### src/rtl/bcd_pkg.sv
// Shared packed-BCD types, constants and helpers for the serial adder and
// the parallel BCD arithmetic units.
package bcd_pkg;

  typedef logic [3:0] bcd_digit_t;

  localparam bcd_digit_t BCD_MAX  = 4'd9;
  localparam bcd_digit_t BCD_CORR = 4'd6;

  typedef enum logic [1:0] {
    IDLE = 2'd0,
    RUN  = 2'd1,
    DONE = 2'd2
  } bcd_ser_state_t;

  function automatic logic is_bcd_digit(input bcd_digit_t d);
    return (d <= BCD_MAX);
  endfunction

endpackage

### src/rtl/bcd_digit_adder.sv
// One-digit decimal adder: binary add followed by +6 correction when the
// binary sum leaves the 0..9 range.
module bcd_digit_adder
  import bcd_pkg::*;
(
  input  bcd_digit_t a,
  input  bcd_digit_t b,
  input  logic       ci,
  output bcd_digit_t s,
  output logic       co
);

  logic [4:0] t_s;

  // binary digit sum and decimal correction
  always_comb begin
    t_s = {1'b0, a} + {1'b0, b} + {4'd0, ci};
    if (t_s > {1'b0, BCD_MAX}) begin
      s  = t_s[3:0] + BCD_CORR;
      co = 1'b1;
    end else begin
      s  = t_s[3:0];
      co = 1'b0;
    end
  end

endmodule

### src/rtl/bcd_serial_adder.sv
// Digit-serial packed-BCD adder, LSD first, one digit per clock.
// Define BCD_SERIAL_SUB_EN to add the op port for ten's-complement subtraction.
module bcd_serial_adder
  import bcd_pkg::*;
#(
  parameter int DIGITS = 8,
  parameter int WIDTH  = 4 * DIGITS
)
(
  input  logic             clk,
  input  logic             rst_n,
  input  logic             in_valid,
  output logic             in_ready,
  input  logic [WIDTH-1:0] x,
  input  logic [WIDTH-1:0] y,
  input  logic             cin,
`ifdef BCD_SERIAL_SUB_EN
  input  logic             op,
`endif
  output logic             out_valid,
  input  logic             out_ready,
  output logic [WIDTH-1:0] sum,
  output logic             cout,
  output logic             invalid
);

  localparam int CW = $clog2(DIGITS + 1);

  function automatic logic any_invalid(input logic [WIDTH-1:0] p, input logic [WIDTH-1:0] q);
    logic bad;
    bad = 1'b0;
    for (int i = 0; i < DIGITS; i++) begin
      bad = bad | ~is_bcd_digit(p[4*i +: 4]) | ~is_bcd_digit(q[4*i +: 4]);
    end
    return bad;
  endfunction

`ifdef BCD_SERIAL_SUB_EN
  function automatic logic [WIDTH-1:0] nines_comp(input logic [WIDTH-1:0] q);
    logic [WIDTH-1:0] r;
    for (int i = 0; i < DIGITS; i++) begin
      r[4*i +: 4] = BCD_MAX - q[4*i +: 4];
    end
    return r;
  endfunction
`endif

  bcd_ser_state_t   state_r;
  logic [WIDTH-1:0] a_r;
  logic [WIDTH-1:0] b_r;
  logic             carry_r;
  logic [CW-1:0]    cnt_r;
  logic             in_ready_r;
  logic             out_valid_r;
  logic [WIDTH-1:0] sum_r;
  logic             cout_r;
  logic             invalid_r;

  logic [WIDTH-1:0] b_load_s;
  logic             c_load_s;
  bcd_digit_t       dig_s;
  logic             co_s;

  // operand B / carry-in as loaded: subtraction swaps in nines' complement and forces carry
  always_comb begin
    b_load_s = y;
    c_load_s = cin;
`ifdef BCD_SERIAL_SUB_EN
    if (op) begin
      b_load_s = nines_comp(y);
      c_load_s = 1'b1;
    end else begin
      b_load_s = y;
      c_load_s = cin;
    end
`endif
  end

  bcd_digit_adder u_digit (
    .a  (a_r[3:0]),
    .b  (b_r[3:0]),
    .ci (carry_r),
    .s  (dig_s),
    .co (co_s)
  );

  // control FSM and datapath registers; operands shift right so the current digit is always at [3:0]
  always_ff @(posedge clk or negedge rst_n) begin
    if (!rst_n) begin
      state_r     <= IDLE;
      a_r         <= '0;
      b_r         <= '0;
      carry_r     <= 1'b0;
      cnt_r       <= '0;
      in_ready_r  <= 1'b1;
      out_valid_r <= 1'b0;
      sum_r       <= '0;
      cout_r      <= 1'b0;
      invalid_r   <= 1'b0;
    end else begin
      case (state_r)
        IDLE: begin
          if (in_valid) begin
            a_r        <= x;
            b_r        <= b_load_s;
            carry_r    <= c_load_s;
            invalid_r  <= any_invalid(x, y);
            sum_r      <= '0;
            cout_r     <= 1'b0;
            cnt_r      <= '0;
            in_ready_r <= 1'b0;
            state_r    <= RUN;
          end
        end
        RUN: begin
          for (int i = 0; i < DIGITS; i++) begin
            if (cnt_r == CW'(i)) sum_r[4*i +: 4] <= dig_s;
          end
          a_r     <= a_r >> 4;
          b_r     <= b_r >> 4;
          carry_r <= co_s;
          cnt_r   <= cnt_r + CW'(1);
          if (cnt_r == CW'(DIGITS - 1)) begin
            cout_r      <= co_s;
            out_valid_r <= 1'b1;
            state_r     <= DONE;
          end
        end
        DONE: begin
          if (out_ready) begin
            out_valid_r <= 1'b0;
            in_ready_r  <= 1'b1;
            state_r     <= IDLE;
          end
        end
        default: begin
          out_valid_r <= 1'b0;
          in_ready_r  <= 1'b1;
          state_r     <= IDLE;
        end
      endcase
    end
  end

  assign in_ready  = in_ready_r;
  assign out_valid = out_valid_r;
  assign sum       = sum_r;
  assign cout      = cout_r;
  assign invalid   = invalid_r;

endmodule

### config.mk
export PLATFORM = sky130hd
export DESIGN_NAME = bcd_serial_adder
export DESIGN_NICKNAME = d
export VERILOG_FILES = /design/src/rtl/bcd_pkg.sv /design/src/rtl/bcd_digit_adder.sv /design/src/rtl/bcd_serial_adder.sv
export SDC_FILE = /design/constraint.sdc
export NUM_CORES = 1
export LEC_CHECK = 0
export CAP_MARGIN = 25
export CORE_UTILIZATION = 48
export CTS_CLUSTER_DIAMETER = 200
export DETAILED_ROUTE_END_ITERATION = 10
export MAX_ROUTING_LAYER = met4
export PLACE_DENSITY = 0.87
export SYNTH_ARGS = -nofsm -noshare
export SYNTH_HDL_FRONTEND = slang
export SYNTH_SLANG_ARGS = --single-unit
### constraint.sdc
create_clock -name clk -period 3.6 [get_ports clk]
set_input_delay 0.9 -clock clk [delete_from_list [all_inputs] [get_ports clk]]
set_output_delay 0.9 -clock clk [all_outputs]
set_load 0.03 [all_outputs]
==> metrics.txt, run 1 <==
HPWL Detailed=8.163 mm; CTS Buf Count=9; placed inst area=5887 um2; Worst slew margin=a little over two fifths; Die W=between 100 and 150 um; area of the multi-input gates=1932 um2; # diodes=0; TritonRoute pass-1 iters=5; Worst setup SP type=flip-flop; gpl congestion=between 0.8 and 0.9; register area share after synthesis=between 50% and 60%; die footprint=between 10,000 and 15,000 um2; count leader, synth=nand2_1; top-area cell type share of the netlist area=a little under three fifths; Slew @ Worst Pin=roughly 0.86 ns; largest area contributor in the netlist=dfrtp_1; Synth Area per Inst=roughly 9.6 um2; num ports=105; Die Span Y=~100 um; max_cap viols=0; crit path max fanout=8; most common library cells after synthesis=nand2_1, dfrtp_1, a22oi_1; hold buffers post-CTS=0; first-pass GRT wire length=18.77 mm; # DRC=0; number of synthesized flops with an enable pin=0; fin crit share=87.94%; minimum clock period=roughly 3.2 ns; worst hold path type=flip-flop to flip-flop; clock buffer depth=2; LEAKAGE=~2.8 nW; PortBufs=~100; status=finished clean; Std-Cell Rows=35; largest net degree at the start of global routing=68; synthesis-to-layout area growth=28.80%; wire length per cell=approximately 16 um; Max Fclk=between 0.3 and 0.4 GHz; DR vias/cell=about 5.7; CTS sink cnt=107; Cell Area, Synth=about 4700 um2; Final setup viols=0; top cells by area, synth=dfrtp_1, nand2_1, a22oi_1; drt total wl=between 10 and 15 mm; Inst Count DP=703; Yosys Warn Count=0; Primary FF master, synth=dfrtp_1; WS Path Type=flip-flop to flip-flop; reg2reg path depth=9; initial antenna violation count=0; Routed Antenna Nets=0; Iter 0 DRT Violations=210; root buffer cell=clkbuf_8; Via Count=~4.1k; post-synthesis register bit count=between 100 and 150; Total Power=around 5.7 mW; Mapped Nets=between 500 and 600; clk slew on worst S/H paths=0.11 ns; grt ovf=0; Sequential Area=roughly 2700 um2; RSZ-0062 raised after global routing=false; layout cells sized above 1=about 5.9%; Post-CTS Resized=0; worst-skew pair later-pin latency=~0.37 ns; synth unique cells=34; Async SR Flop Fraction=100.0%; Pwr Density=943.4 nW/um2; total track usage=~24%; Hold Crit Depth=2; Mapped Cells=approximately 500; setup bufs post-CTS=0; total negative slack=0 ns; worst ir drop on vdd=between 0.4 and 0.5 mV; core area=9371 um2; CTS tree=done; net count reported at finish=approximately 660; initial core utilization=between 50% and 60%; max-slew violation count=0; vias in the first global route=between 3k and 4k; number of H-tree levels=3; critical path required time=around 3.8 ns; Layout Skew=between 0.015 and 0.02 ns; Arr. time, crit path=roughly 3.4 ns; final instance area=6077 um2; final hold viol count=0; Worst setup EP type=flip-flop; fin cells=718; Fillers=between 700 and 800
[kinds of logic after synthesis]
family	after synthesis	share of synthesized area, %
fa+ha+maj	10	2.970
compound gates	129	18.17
buf+inv	32	2.758
simple gates	207	18.11
flops	107	56.78
mux	3	0.6894
xor+xnor	2	0.5305
[cells in the final DEF, fill, tap and decap left out, types with 3 or more instances in the layout]
master           netlist  routed
nand2_1              165     165
dfrtp_1              106     106
clkdlybuf4s50_1        0     103
a22oi_1               56      56
o21ai_0               43      43
nand3_1               19      19
a21oi_1               13      13
o31ai_1                9       9
clkbuf_8               0       9
ha_1                   8       8
inv_1                  7       7
nand4_1                5       5
buf_4                  0       5
o2bb2ai_1              3       3
clkinvlp_4             0       3
[where the power goes]
part | internal [mW] | switching, mW
Clock | 0.319 | 0.398
Combinational | 1.14 | 1.85
Sequential | 1.72 | 0.311
Total | 3.18 | 2.56
[per-layer routing]
metal | global-route usage [%] | vias up | share of wire [%] | wire (um)
li1 | - | 1892 | - | -
met1 | 30.55 | 1998 | 42 | 4753
met2 | 40.92 | 166 | 50 | 5624
met3 | 3.313 | 23 | 5.9 | 668
met4 | 8.361 | 0 | 2.0 | 225
met5 | - | - | 0 | 0
[state kept, by name (all words and copies together), names as in the netlist]
signal and flops:
cout 1, carry_r 1, cnt_r 4, in_ready 1
a_r 32, out_valid 1, sum 32, invalid 1
state_r 2, b_r 32
[cell type report]
cell class / count / share of cell area, %
Tap cell: 129 / 2.656
Clock buffer: 9 / 2.038
Multi-Input combinational cell: 351 / 31.79
Clock inverter: 6 / 1.091
Inverter: 7 / 0.4324
Sequential cell: 107 / 44.08
Timing Repair Buffer: 109 / 17.91
[metrics by stage]
| stage | hold WS [ns] | setup slack [ns] | utilization (%) |
|---|---|---|---|
| 2_1_floorplan | 0.4463 | 0.7402 | - |
| 3_3_place_gp | 0.4579 | 0.6612 | 62.82 |
| 3_5_place_dp | 0.4626 | 0.5141 | 62.82 |
| 4_1_cts | 0.4861 | 0.4483 | 64.85 |
| 5_1_grt | 0.5048 | 0.2698 | 64.85 |
| 6_report | 0.4839 | 0.4342 | 64.85 |
[worst paths after layout]
path,startpoint,slack (ns),to
setup reg to reg,a_r[0],0.43,sum[3]
hold reg to reg,b_r[19],0.48,b_r[19]
max in group asynchronous,rst_n,2.32,in_ready
min in group asynchronous,rst_n,0.51,a_r[0]
hold / removal,b_r[19],0.48,b_r[19]
setup / recovery,a_r[0],0.43,sum[3]
[critical path: stages (launching register included)]
cell	delay, ns
dfrtp_1	0.42
fa_1	0.44
inv_1	0.09
fa_1	0.48
ha_1	0.27
nor2b_1	0.14
a31o_2	0.24
a31o_2	0.24
mux2i_1	0.49
o21ai_0	0.19
Power figures use the tool's default switching activity.
==> run 2, diff against run 1 <==
RECOVER_POWER = 100   (was not set)
==> run 2 against run 1 <==
Compared with the run above:
- sequential power is essentially flat
- the flow now finishes with violations (capacitance limit, slew limit)
- non-clock buffer count stayed put
- highest routed layer unchanged
- critical path depth unchanged
- largest power group unchanged
==> metrics.txt, run 2 (synthesis gave the netlist of run 1 again) <==
# DRC=0 (unchanged); Post-CTS Resized=0 (unchanged); CP max-delay cell=xor2_1; CP max stage delay=0.56 ns (+0.07 ns); Min Hold Slack=0.4815 ns (-0.002390 ns); max-slew violation count=41 (+41); CTS sink cnt=107 (unchanged); Via Count=4,076 (-0.074%); commonest non-fill, non-tap cells in the layout=nand2_1, dfrtp_1, clkdlybuf4s50_1; layout cells sized above 1=5.093% (-0.85 points); worst-skew pair later-pin latency=0.36 ns (about the same); WS Path Type=flip-flop to flip-flop; PortBufs=104 (unchanged); Std-Cell Rows=35 (unchanged); delay-heaviest family, CP=adder cells; vias in the first global route=3,986 (unchanged); crit-path cells=fa_1, inv_1, fa_1, ha_1, nor2b_1, a31o_2, o311ai_4, xor2_1, o31ai_1; commonest non-fill, non-tap cell in the layout=nand2_1; Pwr Density=928.4 nW/um2 (-1.6%); CTS tree=done; Max Fclk=0.3153 GHz (-0.19%); hold buffers post-CTS=0 (unchanged); largest net degree at the start of global routing=68 (unchanged); HP Start=sum[13]; WHS Endpoint=sum[13]; worst ir drop on vdd=0.4701 mV (-5.5%); initial antenna violation count=0 (unchanged); LEAKAGE=2.839 nW (+2.5%); initial core utilization=50.35% (unchanged); final hold viol count=0 (unchanged); core area=9371 um2 (unchanged); Reg-to-Reg End=sum[25]; gpl congestion=0.8824 (unchanged); RSZ-0062 raised after global routing=false; worst hold path type=flip-flop to flip-flop; number of H-tree levels=3 (unchanged); Layout Skew=0.009974 ns (-0.009183 ns); total track usage=24.40% (unchanged); Worst setup SP type=flip-flop; clock buffer depth=2 (unchanged); Routed Antenna Nets=0 (unchanged); Crit path buffers/inverters=1 (unchanged); minimum clock period=3.172 ns (+0.006036 ns); Hold Crit Depth=2 (unchanged); drt total wl=11.23 mm (-0.34%); root buffer cell=clkbuf_8; Die Span Y=101.1 um (unchanged); fin cells=718 (unchanged); # diodes=0 (unchanged); status=complete, but fails checks; net count reported at finish=664 (unchanged); num ports=105 (unchanged); Iter 0 DRT Violations=218 (+3.8%); max_cap viols=1 (+1); critical path required time=3.81 ns (about the same); first-pass GRT wire length=18.77 mm (unchanged); failing checks=capacitance limit, slew limit; Final setup viols=0 (unchanged); HPWL Detailed=8.163 mm (unchanged); CTS Buf Count=9 (unchanged); most used cell, CP=fa_1; total negative slack=0 ns (unchanged); Worst setup EP type=flip-flop; Slew @ Worst Pin=2.194 ns (+1.332 ns); die footprint=10,230 um2 (unchanged); Total Power=5.620 mW (-2.0%); TritonRoute pass-1 iters=5 (unchanged); crit path max fanout=8 (unchanged); setup bufs post-CTS=0 (unchanged); fin crit share=88.11% (+0.17 points); r2r setup slk=0.43 ns (about the same); Inst Count DP=703 (unchanged); wire length per cell=15.65 um (-0.34%); grt ovf=0 (unchanged); Reg2Reg Launch Point=a_r[0]; DR vias/cell=5.677 (about the same); Worst slew margin=-46.25% (-88 points); reg2reg path depth=9 (unchanged); Arr. time, crit path=3.38 ns (about the same); Die W=101.1 um (unchanged); synthesis-to-layout area growth=28.29%; clk slew on worst S/H paths=0.10 ns (about the same)
-- run 2: worst max-delay path by stage --
stage	from	slack (ns)	cells after the start	end
after floorplan	a_r[0]	0.74	9	sum[10]
after global placement	a_r[0]	0.66	9	sum[18]
after detailed placement	a_r[0]	0.51	9	sum[11]
after CTS	a_r[0]	0.45	9	sum[3]
after global routing	a_r[0]	0.24	9	sum[29]
final	a_r[0]	0.43	9	sum[25]
-- run 2: where the power goes --
part	switching [mW]	total [mW]	internal [mW]
registers	0.303	2.02	1.72
logic	1.83	2.88	1.05
clock network	0.396	0.715	0.319
-- run 2: layer usage --
metal / GRT usage (%) / share of wire [%]
met1: 30.55 / 42
met5: - / 0
met3: 3.313 / 5.7
met4: 8.361 / 2.1
met2: 40.92 / 51
-- run 2: metrics by stage --
stage / cell area, um2 / utilization, % / setup WS, ns
global placement: 5887 / 62.82 / 0.6612
finish: 6053 / 64.59 / 0.4282
CTS: 6077 / 64.85 / 0.4483
detailed placement: 5887 / 62.82 / 0.5141
global route: 6053 / 64.59 / 0.2393
floorplan: 4718 / - / 0.7402
-- run 2: cell type report --
| class | instances | area (um2) |
|---|---|---|
| Clock inverter | 6 | 66.31 |
| Inverter | 7 | 26.28 |
| Tap cell | 129 | 161.4 |
| Multi-Input combinational cell | 351 | 1917 |
| Clock buffer | 9 | 123.9 |
| Sequential cell | 107 | 2679 |
| Timing Repair Buffer | 109 | 1080 |
| Fill cell | 789 | 3318 |
-- run 2: worst register-to-register path, cell delays in order, from the launching register on --
cell and delay (ns):
dfrtp_1 0.42, fa_1 0.44, inv_1 0.09, fa_1 0.46, ha_1 0.26, nor2b_1 0.14
a31o_2 0.24, o311ai_4 0.26, xor2_1 0.56, o31ai_1 0.15
